**config.mk**
```make
export PLATFORM = sky130hd
export DESIGN_NAME = cmp_share_arbiter_flat
export DESIGN_NICKNAME = d
export VERILOG_FILES = /design/src/rtl/cmp_share_arbiter_if.sv /design/src/rtl/cmp_share_arbiter.sv /design/src/flat_wrapper.sv
export SDC_FILE = /design/constraint.sdc
export NUM_CORES = 1
export LEC_CHECK = 0
export BUFFER_PORTS_ARGS = -buffer_cell sky130_fd_sc_hd__buf_2
export CORE_ASPECT_RATIO = 0.8
export CORE_MARGIN = 3
export CORE_UTILIZATION = 25
export DETAILED_ROUTE_END_ITERATION = 7
export MAX_ROUTING_LAYER = met4
export PLACE_DENSITY = 0.55
export SYNTH_ARGS = -nofsm -noshare
export SYNTH_HDL_FRONTEND = slang
export SYNTH_SLANG_ARGS = --single-unit
```
**constraint.sdc**
```tcl
create_clock -name clk -period 1.95 [get_ports clk]
set_clock_uncertainty 0.15 [all_clocks]
set_input_delay 0.39 -clock clk [delete_from_list [all_inputs] [get_ports clk]]
set_output_delay 0.39 -clock clk [all_outputs]
set_load 0.02 [all_outputs]
```
**src/rtl/cmp_share_arbiter_if.sv**
```systemverilog
// Requester and comparator-side signals of cmp_share_arbiter.
// slave: the arbiter. master: requesters plus the shared comparator.
interface cmp_share_arbiter_if #(
  parameter int N = 4,
  parameter int W = 4
);
  logic [N-1:0]   req;
  logic [N*W-1:0] req_a;
  logic [N*W-1:0] req_b;
  logic [N-1:0]   gnt;
  logic [N-1:0]   done;
  logic           res_lt;
  logic           res_eq;
  logic           res_gt;
  logic           err;
  logic [W-1:0]   cmp_a;
  logic [W-1:0]   cmp_b;
  logic           cmp_lt;
  logic           cmp_eq;
  logic           cmp_gt;

  modport slave (
    input  req, req_a, req_b, cmp_lt, cmp_eq, cmp_gt,
    output gnt, done, res_lt, res_eq, res_gt, err, cmp_a, cmp_b
  );

  modport master (
    output req, req_a, req_b, cmp_lt, cmp_eq, cmp_gt,
    input  gnt, done, res_lt, res_eq, res_gt, err, cmp_a, cmp_b
  );
endinterface

```
**src/rtl/cmp_share_arbiter.sv**
```systemverilog
// Shares one magnitude comparator among N requesters (IDLE -> CMP -> DONE).
// Define CMP_ARB_FIXED_PRIO_EN for fixed lowest-index priority; default is round-robin.
module cmp_share_arbiter #(
  parameter int N = 4,
  parameter int W = 4
) (
  input  logic               clk,
  input  logic               rst,
  cmp_share_arbiter_if.slave bus
);
  localparam int PW = (N > 1) ? $clog2(N) : 1;

  typedef enum logic [1:0] {IDLE, CMP, DONE} state_e;

  state_e          state_q, state_d;
  logic [PW-1:0]   ptr_q, ptr_d;
  logic [W-1:0]    op_a_q, op_a_d;
  logic [W-1:0]    op_b_q, op_b_d;
  logic [N-1:0]    gnt_q, gnt_d;
  logic [N-1:0]    done_q, done_d;
  logic [2:0]      res_q, res_d;
  logic            err_q, err_d;

  logic            win_vld;
  logic [PW-1:0]   win_idx;
  logic [PW-1:0]   cand;
  logic [2:0]      cmp_flags;
  logic            flags_onehot;

  assign cmp_flags    = {bus.cmp_lt, bus.cmp_eq, bus.cmp_gt};
  assign flags_onehot = (^cmp_flags) & ~(&cmp_flags);

  // First asserted request found scanning upward from the start index.
  always_comb begin
    win_vld = 1'b0;
    win_idx = '0;
    cand    = '0;
    for (int k = 0; k < N; k++) begin
`ifdef CMP_ARB_FIXED_PRIO_EN
      cand = PW'(k);
`else
      cand = PW'((int'(ptr_q) + k) % N);
`endif
      if (!win_vld && bus.req[cand]) begin
        win_vld = 1'b1;
        win_idx = cand;
      end
    end
  end

  always_comb begin
    state_d = state_q;
    ptr_d   = ptr_q;
    op_a_d  = op_a_q;
    op_b_d  = op_b_q;
    gnt_d   = '0;
    done_d  = '0;
    res_d   = '0;
    err_d   = err_q;
    case (state_q)
      CMP: begin
        // gnt_q still names the owner; the result is delivered even if malformed
        res_d   = cmp_flags;
        done_d  = gnt_q;
        err_d   = err_q | ~flags_onehot;
        state_d = DONE;
      end
      IDLE, DONE: begin
        if (win_vld) begin
          op_a_d  = bus.req_a[win_idx*W +: W];
          op_b_d  = bus.req_b[win_idx*W +: W];
          gnt_d   = N'(1) << win_idx;
          state_d = CMP;
`ifdef CMP_ARB_FIXED_PRIO_EN
          ptr_d   = '0;
`else
          ptr_d   = PW'((int'(win_idx) + 1) % N);
`endif
        end else begin
          state_d = IDLE;
        end
      end
      default: state_d = IDLE;
    endcase
  end

  always_ff @(posedge clk) begin
    if (rst) begin
      state_q <= IDLE;
      ptr_q   <= '0;
      op_a_q  <= '0;
      op_b_q  <= '0;
      gnt_q   <= '0;
      done_q  <= '0;
      res_q   <= '0;
      err_q   <= 1'b0;
    end else begin
      state_q <= state_d;
      ptr_q   <= ptr_d;
      op_a_q  <= op_a_d;
      op_b_q  <= op_b_d;
      gnt_q   <= gnt_d;
      done_q  <= done_d;
      res_q   <= res_d;
      err_q   <= err_d;
    end
  end

  assign bus.gnt    = gnt_q;
  assign bus.done   = done_q;
  assign bus.res_lt = res_q[2];
  assign bus.res_eq = res_q[1];
  assign bus.res_gt = res_q[0];
  assign bus.err    = err_q;
  assign bus.cmp_a  = op_a_q;
  assign bus.cmp_b  = op_b_q;
endmodule

```
**src/flat_wrapper.sv**
```systemverilog
// flat-port wrapper written by rule: the top's interface ports become plain ports
module cmp_share_arbiter_flat 
#(
  parameter int N = 4,
  parameter int W = 4
)
  (clk, rst, bus_req, bus_req_a, bus_req_b, bus_cmp_lt, bus_cmp_eq, bus_cmp_gt, bus_gnt, bus_done, bus_res_lt, bus_res_eq, bus_res_gt, bus_err, bus_cmp_a, bus_cmp_b);
  cmp_share_arbiter_if #(.N(N), .W(W)) bus_i ();
  input  logic clk;
  input  logic rst;
  input wire logic [$bits(bus_i.req)-1:0] bus_req;
  input wire logic [$bits(bus_i.req_a)-1:0] bus_req_a;
  input wire logic [$bits(bus_i.req_b)-1:0] bus_req_b;
  input wire logic [$bits(bus_i.cmp_lt)-1:0] bus_cmp_lt;
  input wire logic [$bits(bus_i.cmp_eq)-1:0] bus_cmp_eq;
  input wire logic [$bits(bus_i.cmp_gt)-1:0] bus_cmp_gt;
  output wire logic [$bits(bus_i.gnt)-1:0] bus_gnt;
  output wire logic [$bits(bus_i.done)-1:0] bus_done;
  output wire logic [$bits(bus_i.res_lt)-1:0] bus_res_lt;
  output wire logic [$bits(bus_i.res_eq)-1:0] bus_res_eq;
  output wire logic [$bits(bus_i.res_gt)-1:0] bus_res_gt;
  output wire logic [$bits(bus_i.err)-1:0] bus_err;
  output wire logic [$bits(bus_i.cmp_a)-1:0] bus_cmp_a;
  output wire logic [$bits(bus_i.cmp_b)-1:0] bus_cmp_b;
  assign bus_i.req = bus_req;
  assign bus_i.req_a = bus_req_a;
  assign bus_i.req_b = bus_req_b;
  assign bus_i.cmp_lt = bus_cmp_lt;
  assign bus_i.cmp_eq = bus_cmp_eq;
  assign bus_i.cmp_gt = bus_cmp_gt;
  assign bus_gnt = bus_i.gnt;
  assign bus_done = bus_i.done;
  assign bus_res_lt = bus_i.res_lt;
  assign bus_res_eq = bus_i.res_eq;
  assign bus_res_gt = bus_i.res_gt;
  assign bus_err = bus_i.err;
  assign bus_cmp_a = bus_i.cmp_a;
  assign bus_cmp_b = bus_i.cmp_b;
  cmp_share_arbiter #(.N(N), .W(W)) u_core (.clk(clk), .rst(rst), .bus(bus_i));
endmodule
```
Word level (Yosys, flattened, before mapping)
Cells that the tools add are included.
{"block": "classes", "bitwise_logic": 7, "n_addsub": 4, "mux": 18, "reduce_logical": 13, "order_cmp": 4, "shifts": 3, "n_eq_ne": 2}
{"operator": "$shiftx 16x5->4", "n": 2}
{"operator": "$lt 2x3->1 const B", "n": 4}
{"operator": "$mux 1", "n": 9}
{"operator": "$bmux 1 s2", "n": 4}
{"operator": "$mux 2", "n": 4}
{"operator": "$not 1->1", "n": 5}
{"operator": "$add 2x1->2 const B", "n": 2}
{"operator": "$add 2x2->2 const B", "n": 2}
{"operator": "$pmux 2 s2", "n": 1}
{"operator": "$reduce_or 2->1", "n": 2}
{"operator": "$shl 1x2->4 const A", "n": 1}
{"operator": "$logic_and 1x1->1", "n": 3}
{"operator": "$logic_not 1->1", "n": 3}
{"operator": "$reduce_and 3->1", "n": 1}
{"operator": "$reduce_or 3->1", "n": 1}
{"operator": "$reduce_xor 3->1", "n": 1}
{"operator": "$eq 2x1->1 const B", "n": 1}
{"operator": "$eq 2x2->1 const B", "n": 1}
{"operator": "$logic_not 2->1", "n": 1}
{"operator": "$reduce_and 2->1", "n": 1}
{"operator": "$and 1x1->1", "n": 1}
{"operator": "$or 1x1->1", "n": 1}
{"block": "totals", "elab_cells": 59, "ff_bits": 24, "out_inout_bits": 20, "inputBits": 41}

Longest topological paths before layout
{"block": "depth", "word_depth": 14, "ltp_mapped": 6, "depth_no_buf": 5}

Least setup slack after synthesis
OpenSTA, ideal clock, no wires.
{"block": "synth_path", "path_type": "reg2reg", "startpoint": "reg u_core.ptr_q[1]", "endpoint": "reg u_core.op_b_q[3], in the netlist u_core.bus.cmp_b[3]", "n_path_buf": 0, "stages_incl_launch_ff": 6, "period_less_slack_ps": 1791, "path_slack_ps": 159, "required_time_ps": 1720, "t_arrival_ps": 1561, "setup_time_ps": 80, "cell_sequence": "dfxtp_1 > mux2i_1 > nor2_1 > or4b_1 > a2111o_1 > o211ai_1"}
{"block": "synth_via", "elab_chain_cells": 13, "elab_cells_between_ends": 27, "classes_between": "add/sub: 3; shift: 1; mux: 16; reduce/logical: 7"}
{"element": "start: declaration", "line_no": "cmp_share_arbiter.sv:16", "text": "logic [PW-1:0] ptr_q, ptr_d;"}
{"element": "start signal: assignment", "line_no": "cmp_share_arbiter.sv:99", "text": "ptr_q <= ptr_d;"}
{"element": "parallel branches: the longest is 13 deep, another holds $add 2x1->2"}
{"element": "end signal: assignment", "line_no": "cmp_share_arbiter.sv:101", "text": "op_b_q <= op_b_d;"}
{"element": "end: declaration", "line_no": "cmp_share_arbiter.sv:18", "text": "logic [W-1:0] op_b_q, op_b_d;"}
Several ways; the timed one is not identified. The select of a mux whose other input is x is not followed.
A chain may end at the register's enable or synchronous reset.

Final worst setup path
Ends and elaborated chain as after synthesis.

==> results.md <==
- Critical R2R Launch: u_core.ptr_q[1]
- Core ar.: 3850 sq um
- CP arrival: 1.90 ns
- Final nets: 217
- Relative slew margins: 0.589
- Final count of hold timing violations: 0
- Total CTS buffers: 3
- Hpwl dp: 2080 microns
- Non-Filler Instances: 229
- Max incr delay on CP: 0.50 ns
- Crit. Startpoint: u_core.ptr_q[1]
- Share of layout cells above drive strength 1: 0.443
- Root buf cell: clkbuf_8
- Die height: 63.0 microns
- MaxCap Viol Count: 0
- Final ANT Viol Nets: 0
- Chip width: 77.2 microns
- Placed insts: 225
- H-tree levels: 1
- DRC viols: 0
- CP startpoint kind: register
- Final Max Slew Viols: 0
- Clock-pin slew on the worst setup and hold paths: 0.08 ns
- Synth top area cells: dfxtp_1, mux2i_1, o221ai_1
- Ant. Diodes: 0
- Global route overflow: 0
- Initial drt markers: 19
- Final Setup Violations: 0
- Synthesized flop and latch total: 24
- Final core occ: 0.396
- CTS max path bufs: 2
- Wire per inst: 11.3 microns
- CP Class: reg2reg
- Pin count of the biggest net entering global routing: 21
- PwrDens: 871 nW/um^2
- Fill count: 409
- Synthesized Nets: 147
- Synth area leader: dfxtp_1
- DRT Wirelength: 2590 microns
- Actual slew at the worst max-slew pin: 0.615 ns
- Gate count of the mapped netlist: 105
- Crit end category: register
- Mean Syn Cell Area: 9.65 sq um
- RePlAce Congestion: 0.716
- Post-synth cell types: 24
- Synth top area share: 0.474
- CTS Sinks: 24
- Area after DPL: 1450 sq um
- Via count: 988
- RSZ-0062 raised after global routing: yes
- Crit Path Max Fanout: 6
- Final worst slack: 0.0965 ns
- Die area: 4860 sq um
- CP cell instances: mux2i_2 -> nor2_2 -> or4b_1 -> a2111o_1 -> o211ai_1
- Buffers and inverters on the worst path: 0
- Vias per std cell: 4.31
- Synthesis Warnings: 0
- Post-synthesis sequential area ratio: 0.474
- Cell leakage power: 0.750 nW
- Clock latency on the worst-skew pair: 0.26 ns
- PortBufs: 60
- Crit-path slowest cell: or4b_1
- Initial Util: 0.263
- Area grow syn2layout: 50.6%
- Final Critical Period: 1.85 ns
- TritonRoute pass-1 iters: 4
- Min-Delay Startpoint: bus_cmp_lt
- Dpl ws: 0.0242 ns
- First-pass GRT wire length: 4500 microns
- Total track usage: 0.115
- Fin Hold WS: 0.191 ns
- Final non-filler cell area: 1530 sq um
- CTS tree: built
- Max IR drop VDD: 0.604 mV
- Critical Path RT: 1.99 ns
- Fmax: 0.540 GHz
- Row cnt: 20
- Antenna violations before repair: 0
- Tot Pwr: 1.33 mW
- Status: finished clean
- Cell Area, Synth: 1010 sq um
- Fin Setup TNS: 0 ns
- # IOs: 61
- Vias in the first global route: 1045
- Hold Path Class: in2reg
- Hold_buf cts: 0
- Flop2flop setup slack: 0.1 ns
- CP delay by family, top: simple AND/OR/NAND/NOR gates
- Final period util: 0.951
## layer usage
metal	GRT usage	routed length [microns]
met1	0.129	1160
met2	0.200	1180
met3	0.0490	259
met4	0.00667	0
met5	-	0
## final cells by class
type / instances / area (sq um) / area share
clock buffer: 3 / 41.3 / 0.0270
clock inverter: 1 / 30.0 / 0.0197
inverter: 4 / 15.0 / 0.00984
multi-input combinational: 74 / 514 / 0.337
sequential: 24 / 484 / 0.317
tap: 55 / 68.8 / 0.0451
timing repair buffer: 68 / 373 / 0.244
## flip-flops by register name, summed over array words and instances, names as in the netlist
name,count
u_core.bus.cmp_a,4
u_core.bus.cmp_b,4
u_core.bus.done,4
u_core.bus.err,1
u_core.bus.gnt,4
u_core.ptr_q,2
u_core.res_q,3
u_core.state_q,2
## cell usage after synthesis (all sizes together)
| cell | number |
|---|---|
| nand2b | 2 |
| o31ai | 1 |
| o211ai | 1 |
| dfxtp | 24 |
| mux2i | 16 |
| nor3b | 1 |
| a211oi | 2 |
| nor4 | 1 |
| nor3 | 2 |
| nand2 | 10 |
| or2 | 1 |
| and2 | 7 |
| a2111o | 1 |
| o22ai | 1 |
| or4b | 1 |
| ha | 1 |
| a21oi | 4 |
| o21a | 1 |
| o221ai | 7 |
| xor2 | 1 |
| a31oi | 1 |
| inv | 4 |
| nor2 | 12 |
| buf | 3 |
## logic make-up (layout without fill, tap and decap cells)
logic type	count (synthesis)	in the layout	share of synthesized area
fa+ha+maj	1	1	0.0123
simple gates	37	37	0.177
buf+inv	7	76	0.0296
compound gates	19	19	0.141
flops	24	24	0.474
xor+xnor	1	1	0.00864
mux	16	16	0.158
## worst register-to-register path, cell delays in order, from the launching register on
cell and delay (ns):
dfxtp_4 0.39, mux2i_2 0.22, nor2_2 0.07, or4b_1 0.50
a2111o_1 0.37, o211ai_1 0.09
## what timing repair did
item                                    CTS  global route
gates resized for setup                   0             4
endpoints found under the setup margin    0             8
setup buffers                             0             0
## worst paths after layout
kind,endpoint,cells after the start
worst max-delay path,u_core.bus.cmp_b[3],5
worst min-delay path,u_core.res_q[2],2
worst max register to register,u_core.bus.cmp_b[3],5
worst min register to register,u_core.bus.cmp_b[1],2
## report_power, final
group	switching, mW	total (mW)	leakage [nW]	internal [mW]
Sequential	0.0276	0.565	0.198	0.537
Combinational	0.178	0.336	0.516	0.159
Clock	0.154	0.428	0.0357	0.274
Total	0.359	1.33	0.750	0.970
## cell usage in the layout (no fill, tap or decap)
cell type  count
a2111o_1       1
a211oi_1       2
a21oi_1        4
a31oi_1        1
and2_1         7
buf_12         1
buf_2         60
buf_4          7
bufinv_16      1
clkbuf_8       3
dfxtp_1       23
dfxtp_4        1
ha_1           1
inv_1          4
mux2i_1       15
mux2i_2        1
nand2_1       10
nand2b_1       2
nor2_1        11
nor2_2         1
nor3_1         1
nor3_2         1
nor3b_1        1
nor4_1         1
o211ai_1       1
o21a_1         1
o221ai_1       7
o22ai_1        1
o31ai_1        1
or2_2          1
or4b_1         1
xor2_1         1
(Power assumes the default switching activity.)
